### src/rtl/mem_fill_arbiter.sv
// Backing-memory arbiter: write-through traffic and pipelined I/D block fills onto memory4c.
// Optional FILL_RR_EN: round-robin between colliding I and D misses (default: D over I).
module mem_fill_arbiter #(
  parameter int MEM_LAT       = 4,
  parameter int WORDS_PER_BLK = 8,
  parameter int ADDR_W        = 16
) (
  input  logic              clk,
  input  logic              rst,
  input  logic              i_miss,
  input  logic [ADDR_W-1:0] i_addr,
  input  logic              d_miss,
  input  logic [ADDR_W-1:0] d_addr,
  input  logic              d_wen,
  input  logic              mem_data_valid,
  output logic [ADDR_W-1:0] mem_addr,
  output logic              mem_en,
  output logic              mem_wr,
  output logic              i_stall,
  output logic              d_stall,
  output logic [ADDR_W-1:0] fill_addr,
  output logic              write_i_data_array,
  output logic              write_i_tag_array,
  output logic              write_d_data_array,
  output logic              write_d_tag_array,
  output logic              busy
);

  localparam int CNT_W = $clog2(WORDS_PER_BLK) + 1;
  localparam int OFF_W = $clog2(WORDS_PER_BLK) + 1;
  localparam logic [CNT_W-1:0]  CNT_FULL  = CNT_W'(WORDS_PER_BLK);
  localparam logic [CNT_W-1:0]  CNT_LAST  = CNT_W'(WORDS_PER_BLK - 1);
  localparam logic [ADDR_W-1:0] BASE_MASK = ~ADDR_W'((1 << OFF_W) - 1);

  if (WORDS_PER_BLK < 2 || (WORDS_PER_BLK & (WORDS_PER_BLK - 1)) != 0 || MEM_LAT < 1) begin : g_bad_cfg
    $error("mem_fill_arbiter: WORDS_PER_BLK must be a power of two >= 2 and MEM_LAT >= 1");
  end

  typedef enum logic [1:0] {
    IDLE   = 2'd0,
    FILL_I = 2'd1,
    FILL_D = 2'd2
  } state_t;

  state_t            state;
  logic [CNT_W-1:0]  issue_cnt;
  logic [CNT_W-1:0]  recv_cnt;
  logic [ADDR_W-1:0] base;
  logic              write_thru;
  logic              grant_d;
  logic              grant_i;
  logic              last_word;

  assign write_thru = d_wen & ~d_miss;
  assign last_word  = (recv_cnt == CNT_LAST);

`ifdef FILL_RR_EN
  // last_d: 1 when the most recent fill grant went to the D side
  logic last_d;
  assign grant_d = d_miss & (~i_miss | ~last_d);
  assign grant_i = i_miss & (~d_miss | last_d);
`else
  assign grant_d = d_miss;
  assign grant_i = i_miss & ~d_miss;
`endif

  always_ff @(posedge clk or negedge rst) begin
    if (!rst) begin
      state     <= IDLE;
      issue_cnt <= '0;
      recv_cnt  <= '0;
      base      <= '0;
`ifdef FILL_RR_EN
      last_d    <= 1'b0;
`endif
    end else begin
      case (state)
        IDLE: begin
          issue_cnt <= '0;
          recv_cnt  <= '0;
          // a write-through occupies the memory this cycle; any miss waits
          if (!write_thru) begin
            if (grant_d) begin
              state <= FILL_D;
              base  <= d_addr & BASE_MASK;
`ifdef FILL_RR_EN
              last_d <= 1'b1;
`endif
            end else if (grant_i) begin
              state <= FILL_I;
              base  <= i_addr & BASE_MASK;
`ifdef FILL_RR_EN
              last_d <= 1'b0;
`endif
            end
          end
        end
        FILL_I, FILL_D: begin
          if (issue_cnt != CNT_FULL) begin
            issue_cnt <= issue_cnt + 1'b1;
          end
          if (mem_data_valid) begin
            if (last_word) begin
              state     <= IDLE;
              issue_cnt <= '0;
              recv_cnt  <= '0;
            end else begin
              recv_cnt <= recv_cnt + 1'b1;
            end
          end
        end
        default: state <= IDLE;
      endcase
    end
  end

  // Issue and receive phases overlap: reads keep going while early data returns.
  always_comb begin
    mem_en             = 1'b0;
    mem_wr             = 1'b0;
    mem_addr           = d_addr;
    fill_addr          = base + (ADDR_W'(recv_cnt) << 1);
    write_i_data_array = 1'b0;
    write_i_tag_array  = 1'b0;
    write_d_data_array = 1'b0;
    write_d_tag_array  = 1'b0;
    i_stall            = 1'b0;
    d_stall            = 1'b0;
    busy               = 1'b0;
    if (rst) begin
      busy    = (state != IDLE);
      i_stall = i_miss | (state == FILL_I);
      d_stall = d_miss | (state == FILL_D) | (d_wen & (state != IDLE));
      case (state)
        IDLE: begin
          if (write_thru) begin
            mem_en = 1'b1;
            mem_wr = 1'b1;
          end
        end
        FILL_I, FILL_D: begin
          if (issue_cnt != CNT_FULL) begin
            mem_en   = 1'b1;
            mem_addr = base + (ADDR_W'(issue_cnt) << 1);
          end
          if (mem_data_valid) begin
            if (state == FILL_I) begin
              write_i_data_array = 1'b1;
              write_i_tag_array  = last_word;
            end else begin
              write_d_data_array = 1'b1;
              write_d_tag_array  = last_word;
            end
          end
        end
        default: ;
      endcase
    end
  end

endmodule
### config.mk
export PLATFORM = sky130hd
export DESIGN_NAME = mem_fill_arbiter
export DESIGN_NICKNAME = d
export VERILOG_FILES = /design/src/rtl/mem_fill_arbiter.sv
export SDC_FILE = /design/constraint.sdc
export NUM_CORES = 1
export LEC_CHECK = 0
export ABC_CLOCK_PERIOD_IN_PS = 2300
export CAP_MARGIN = 20
export CORE_UTILIZATION = 44
export CTS_BUF_LIST = sky130_fd_sc_hd__clkbuf_4 sky130_fd_sc_hd__clkbuf_8 sky130_fd_sc_hd__clkbuf_16
export DETAILED_ROUTE_END_ITERATION = 7
export HOLD_SLACK_MARGIN = 0.1
export PLACE_DENSITY_LB_ADDON = 0.3
export REMOVE_ABC_BUFFERS = 1
export SYNTH_ARGS = -nofsm -noshare
export SYNTH_HDL_FRONTEND = slang
export SYNTH_SLANG_ARGS = --single-unit
### constraint.sdc
create_clock -name clk -period 2.3 [get_ports clk]
set_input_delay 0.345 -clock clk [delete_from_list [all_inputs] [get_ports clk]]
set_output_delay 0.345 -clock clk [all_outputs]
set_load 0.02 [all_outputs]
==> metrics, run 1 <==
proportion of power drawn by combinational gates a little over two thirds; starting density of the core a little under half; number of placement rows 23; startpoint-to-endpoint class of the critical path register to primary output; overall die height a little under 70 um; Post-synth top flop sky130_fd_sc_hd__dfrtp_1; register bit count reported by yosys 22; drt via density 5.58; launching element type of the critical path register; peak supply drop about 0.00067 V; insertion delay to the later sink of the worst-skew pair 0.28 ns; Peak Freq between 400 and 500 MHz; min setup slack post-route roughly 0.0057 ns; top-area cell type share of the netlist area roughly 28%; total of buffers placed on input and output ports 73; Clock power frac under 10%; share of post-route cells with drive strength above 1 between 30% and 40%; Slew Viols, Final 0; number of placed instances with taps included about 360; part of the Yosys area used for sequential elements between 20 and 30%; run status finished clean; count of flip-flops with a built-in enable after synthesis 0; Ports between 70 and 80; detailed-routing iteration count for the pre-antenna-repair pass 4; half-perimeter wire length after detailed placement between 4000 and 5000 um; time the final worst path needs with I/O delays and setup between 2 and 2.5 ns; total die area approximately 4700 um^2; clock transition at the registers of the reported paths about 0.090 ns; global-route wire length before repair 9520 um; switching part of the total ~48%; Hold Worst Slack between 0.4 and 0.5 ns; filler instances about 300; routed wirelength normalized by instance count between 15 and 20 um; unrepaired setup endpoints after global routing yes; Warnings, synthesis 0; Post-CTS Hold Fix Bufs 0; number of endpoints failing setup at the final stage 0; Synth area leader sky130_fd_sc_hd__dfrtp_1; internal power of the cells roughly 1.9 mW; Fin. Hold Viols 0; CTS tree built; number of nets in the layout 370; width of the chip roughly 69 um; maximum number of pins on one net before global-route repair 21; largest clock skew in the final design approximately 0.0049 ns; pwr dens between 1000 and 1500 nW/um^2; max-cap viol count 0; distinct cell type count of the synthesized netlist 46; Vias about 2,100; most common cell after layout, fill and taps aside sky130_fd_sc_hd__buf_4; number of design rule violations left after detail routing 0; number of clock sinks 22; residual overflow from global routing 0; final cell utilization of the core 74.3%; biggest area contributors in the synthesized netlist sky130_fd_sc_hd__dfrtp_1 28%, sky130_fd_sc_hd__mux2_1 8.0%, sky130_fd_sc_hd__mux2_2 7.5%; non-filler cells in the finished layout 370; worst hold-check path type input port to async pin; Detailed Route WL between 6000 and 7000 um; top library cells by usage in the layout, fill and taps aside 47 x sky130_fd_sc_hd__buf_4, 39 x sky130_fd_sc_hd__clkdlybuf4s50_1, 20 x sky130_fd_sc_hd__dfrtp_1; CTS HTree Levels 1; Max clock buf depth 2; worst-path maximum fanout 4; antenna diode instance count 0; number of antenna violations at the first check in global routing 0; number of global-route vias before repair slightly below 2,000; number of cells on the worst reg-to-reg path 4; Final Cycle Share around 100%; number of instances in the synthesized netlist approximately 210; Worst Path Arrival between 1.5 and 2 ns; clock tree root buffer cell sky130_fd_sc_hd__clkbuf_8; required time reported for the critical path endpoint about 2 ns; remaining antenna violation count 0; net switching component of the power around 1.7 mW; core box area about 4100 um^2; P&R area growth vs syn 57.0%; Synth Cell Area about 2000 um^2; clock buffer count from CTS 3; Area after DPL roughly 3000 um^2; RePlAce Congestion 0.924; P_leak approximately 1.4 nW; average cell area after synthesis around 9.2 um^2; post-synthesis async set-or-reset flop share 100%; part of the power in registers a little over a fifth; Crit. End Element primary output; Finished Cell Area between 3000 and 4000 um^2; global routing usage summed across all routing layers a little over a quarter; violation count after the first detailed-route iteration between 150 and 200; Setup WS pre-CTS -0.208 ns
worst max-delay path: stages, from the launching register on:
cell                      delay, ns
sky130_fd_sc_hd__dfrtp_2       0.42
sky130_fd_sc_hd__buf_4         0.13
sky130_fd_sc_hd__ha_1          0.19
sky130_fd_sc_hd__ha_2          0.21
sky130_fd_sc_hd__nand3_2       0.15
sky130_fd_sc_hd__buf_4         0.18
sky130_fd_sc_hd__xnor2_1       0.18
sky130_fd_sc_hd__buf_2         0.20
cells in the mapped netlist (6+ instances only):
library cell	n
sky130_fd_sc_hd__o21ai_0	9
sky130_fd_sc_hd__nor2_1	7
sky130_fd_sc_hd__a31oi_1	6
sky130_fd_sc_hd__a22o_1	6
sky130_fd_sc_hd__xor2_1	7
sky130_fd_sc_hd__mux2_2	13
sky130_fd_sc_hd__nand2_1	13
sky130_fd_sc_hd__nor2b_1	7
sky130_fd_sc_hd__inv_1	9
sky130_fd_sc_hd__a21oi_1	6
sky130_fd_sc_hd__mux2_1	14
sky130_fd_sc_hd__buf_2	6
sky130_fd_sc_hd__ha_1	11
sky130_fd_sc_hd__xnor2_1	8
sky130_fd_sc_hd__nand3_1	9
sky130_fd_sc_hd__dfrtp_1	22
layer usage:
layer  global-route usage [%]  routed length [um]
met3                     4.11                 323
met2                     47.3                3180
met4                     7.14                  73
met5                        0                   0
met1                     35.7                2750
registers in the layout (all words and copies together), names as in the netlist:
signal     flops
state          2
issue_cnt      4
recv_cnt       4
base          12
through the flow:
stage               total power [mW]   TNS, ns
global route                    3.81    -0.172
finish                          3.59         0
global placement                3.26     -2.15
floorplan                       2.06    -0.138
CTS                             3.51  -0.00629
detailed placement              3.32     -2.72
timing repair:
item                                    in CTS  in global routing
hold endpoints to repair                     0                  0
endpoints found under the setup margin      30                 28
gates resized for setup                     86                 42
setup buffers                                2                  1
pin swaps                                    1                  4
logic make-up after synthesis:
group / after synthesis / synth area share [%]
AND/OR/NAND/NOR: 65 / 18.8
AO/OA/AOI/OAI: 44 / 15.2
multiplexers: 32 / 18.0
buffers and inverters: 24 / 5.93
flip-flops: 22 / 28.1
XOR/XNOR: 15 / 6.70
adder cells (fa/ha/maj): 11 / 7.02
other: 1 / 0.191
final timing paths:
check	slack, ns	end	from
max in group asynchronous	1.36	base[4]$_DFFE_PN0P_	rst
min	0.45	recv_cnt[1]$_DFFE_PN0P_	rst
min reg2reg	0.60	issue_cnt[1]$_DFFE_PN0N_	issue_cnt[1]$_DFFE_PN0N_
min in group clk	0.60	issue_cnt[1]$_DFFE_PN0N_	issue_cnt[1]$_DFFE_PN0N_
max	0.006	fill_addr[8]	base[4]$_DFFE_PN0P_
max reg2reg	0.68	issue_cnt[2]$_DFFE_PN0N_	recv_cnt[1]$_DFFE_PN0P_
power by group through the flow:
| stage | Clock, mW | Sequential, mW | Combinational, mW |
|---|---|---|---|
| after detailed placement | 0 | 0.758 | 2.56 |
| after global placement | 0 | 0.746 | 2.52 |
| after global routing | 0.320 | 0.796 | 2.70 |
| after floorplan | 0 | 0.793 | 1.27 |
| after CTS | 0.303 | 0.758 | 2.45 |
| final | 0.306 | 0.780 | 2.50 |
layout make-up:
class	count	area [um^2]	area share (%)
multi-input combinational	168	1390	45.0
timing repair buffer	117	991	32.2
sequential	22	553	18.0
tap	50	62.6	2.03
clock buffer	4	55.1	1.79
inverter	9	33.8	1.10
(Power assumes the default switching activity.)
==> inputs of run 2 (changes only) <==
CORE_MARGIN = 5   (was not set)
==> run 2 against run 1 <==
Effect of this change: core utilization down 2.5 points; final cell count up 1.4%; clock skew up 0.0028 ns; die area up 25%; sequential power about the same; final area up 1.5%; count of clock-buffer cells in the layout down 1; wire length down 2.3%; largest cell class unchanged.
==> metrics, run 2 (same netlist as run 1, synthesis figures left out) <==
Final Cycle Share roughly 100%; largest clock skew in the final design 0.00770 ns; Worst Path Arrival between 1.5 and 2 ns; required time reported for the critical path endpoint a little under 2 ns; most common cell after layout, fill and taps aside sky130_fd_sc_hd__buf_4; run status finished clean; Max clock buf depth 2; setup slack on the worst flop-to-flop path about 0.65 ns; Peak Freq around 440 MHz; Detailed Route WL between 6000 and 7000 um; Critical R2R Launch recv_cnt[0]$_DFFE_PN0P_; Finished Cell Area around 3100 um^2; P_leak about 1.4 nW; critical register-to-register path endpoint issue_cnt[2]$_DFFE_PN0N_; final cell utilization of the core 71.8%; peak supply drop 0.000545 V; max FFs per register 12; core box area roughly 4400 um^2; Fin. Hold Viols 0; Slew Viols, Final 0; Vias 2,073; drt via density around 5.5; cell family contributing the most delay on the critical path buffers and inverters; Area after DPL about 3000 um^2; internal power of the cells around 2 mW; maximum number of pins on one net before global-route repair 15; part of the power in registers about a fifth; number of design rule violations left after detail routing 0; cell mode on critical path sky130_fd_sc_hd__buf_4; clock transition at the registers of the reported paths roughly 0.090 ns; share of post-route cells with drive strength above 1 around a third; number of endpoints failing setup at the final stage 0; Clock power frac 10.1%; worst-path maximum fanout 6; half-perimeter wire length after detailed placement roughly 4700 um; clock tree root buffer cell sky130_fd_sc_hd__clkbuf_8; max-cap viol count 0; Setup WS pre-CTS -0.295 ns; routed wirelength normalized by instance count approximately 16 um; origin of the worst setup path issue_cnt[3]$_DFFE_PN0N_; P&R area growth vs syn 59.4%; CTS HTree Levels 1; critical path cell sequence buf_4, ha_2, nand3_2, buf_4, or3_1, a31oi_1, buf_2; residual overflow from global routing 0; launching element type of the critical path register; worst-path cell with the longest stage delay sky130_fd_sc_hd__dfrtp_1; top library cells by usage in the layout, fill and taps aside 48 x sky130_fd_sc_hd__buf_4, 40 x sky130_fd_sc_hd__clkdlybuf4s50_1, 21 x sky130_fd_sc_hd__dfrtp_1; register with the most flip-flops base; antenna diode instance count 0; unrepaired setup endpoints after global routing yes; number of cells on the worst reg-to-reg path 4; total die area approximately 6000 um^2; global-route wire length before repair approximately 10,000 um; number of nets in the layout between 300 and 400; CTS tree built; starting density of the core 45.1%; number of clock sinks 22; insertion delay to the later sink of the worst-skew pair between 0.2 and 0.3 ns; number of placement rows 24; number of global-route vias before repair around 2,100; min setup slack post-route 0.00826 ns; clock buffer count from CTS 3; filler instances between 300 and 400; time the final worst path needs with I/O delays and setup around 2.3 ns; width of the chip between 70 and 80 um; global routing usage summed across all routing layers a little over 20%; detailed-routing iteration count for the pre-antenna-repair pass 4; CP peak stage delay ~0.42 ns; violation count after the first detailed-route iteration 110; remaining antenna violation count 0; registers with the most flip-flops base x12, issue_cnt x4, recv_cnt x4; Ports 79; number of antenna violations at the first check in global routing 0; pwr dens between 1000 and 1500 nW/um^2; proportion of power drawn by combinational gates between 60 and 70%; switching part of the total a little under half; RePlAce Congestion 0.882; worst path buffer plus inverter count 3; Crit. End Element primary output; total of buffers placed on input and output ports 73; net switching component of the power 1.67 mW; post-layout total power roughly 3.7 mW; overall die height roughly 77 um; startpoint-to-endpoint class of the critical path register to primary output; worst hold-check path type input port to async pin
==> run 2: cell count changes in the layout (fill, tap and decap cells not counted), sizes merged <==
cell	previous run	this run
dlygate4sd2	8	9
bufinv	0	1
clkdlybuf4s50	39	40
clkdlybuf4s15	2	3
dlymetal6s2s	4	3
==> run 2: timing repair <==
action / 4_1_cts / 5_1_grt
pin swaps: 1 / 3
hold buffers: 0 / 0
setup buffers: 3 / 2
setup endpoints to repair: 31 / 30
resized for setup: 89 / 37
==> run 2: how the worst max path moves through the flow <==
stage                              endpoint  depth (start not counted)  slack, ns
after CTS                       mem_addr[7]                          8     -0.006
after global routing          fill_addr[12]                          7      -0.12
after floorplan           write_d_tag_array                          5      -0.12
final                           mem_addr[9]                          7      0.008
after detailed placement        mem_addr[1]                          6      -0.29
after global placement          mem_addr[2]                          6      -0.24
==> run 2: routing by layer <==
metal / routed length (um) / global-route usage [%] / part of all wire, %
met1: 2590 / 25.3 / 42
met2: 3140 / 34.9 / 51
met3: 396 / 4.92 / 6.4
met4: 52 / 5.42 / 0.84
met5: 0 / 0 / 0
==> run 2: layout make-up <==
type	count	area, um^2	share of cell area, %
Multi-Input combinational cell	168	1370	43.9
Clock buffer	3	41.3	1.32
Clock inverter	1	30.0	0.960
Sequential cell	22	552	17.6
Inverter	9	33.8	1.08
Tap cell	52	65.1	2.08
Timing Repair Buffer	120	1030	33.0
==> run 2: metrics by stage <==
stage,cells,hold slack [ns],setup TNS (ns)
5_1_grt,375,0.181,-0.376
3_5_place_dp,367,0.575,-4.02
2_1_floorplan,199,0.0494,-0.138
3_3_place_gp,367,0.569,-3.22
4_1_cts,374,0.530,-0.00639
6_report,375,0.183,0
==> run 2: power by group through the flow <==
stage	clock network, mW	logic [mW]	registers (mW)
after floorplan	0	1.27	0.793
after global placement	0	2.51	0.761
after detailed placement	0	2.55	0.771
after CTS	0.376	2.48	0.770
after global routing	0.393	2.72	0.804
final	0.372	2.53	0.779
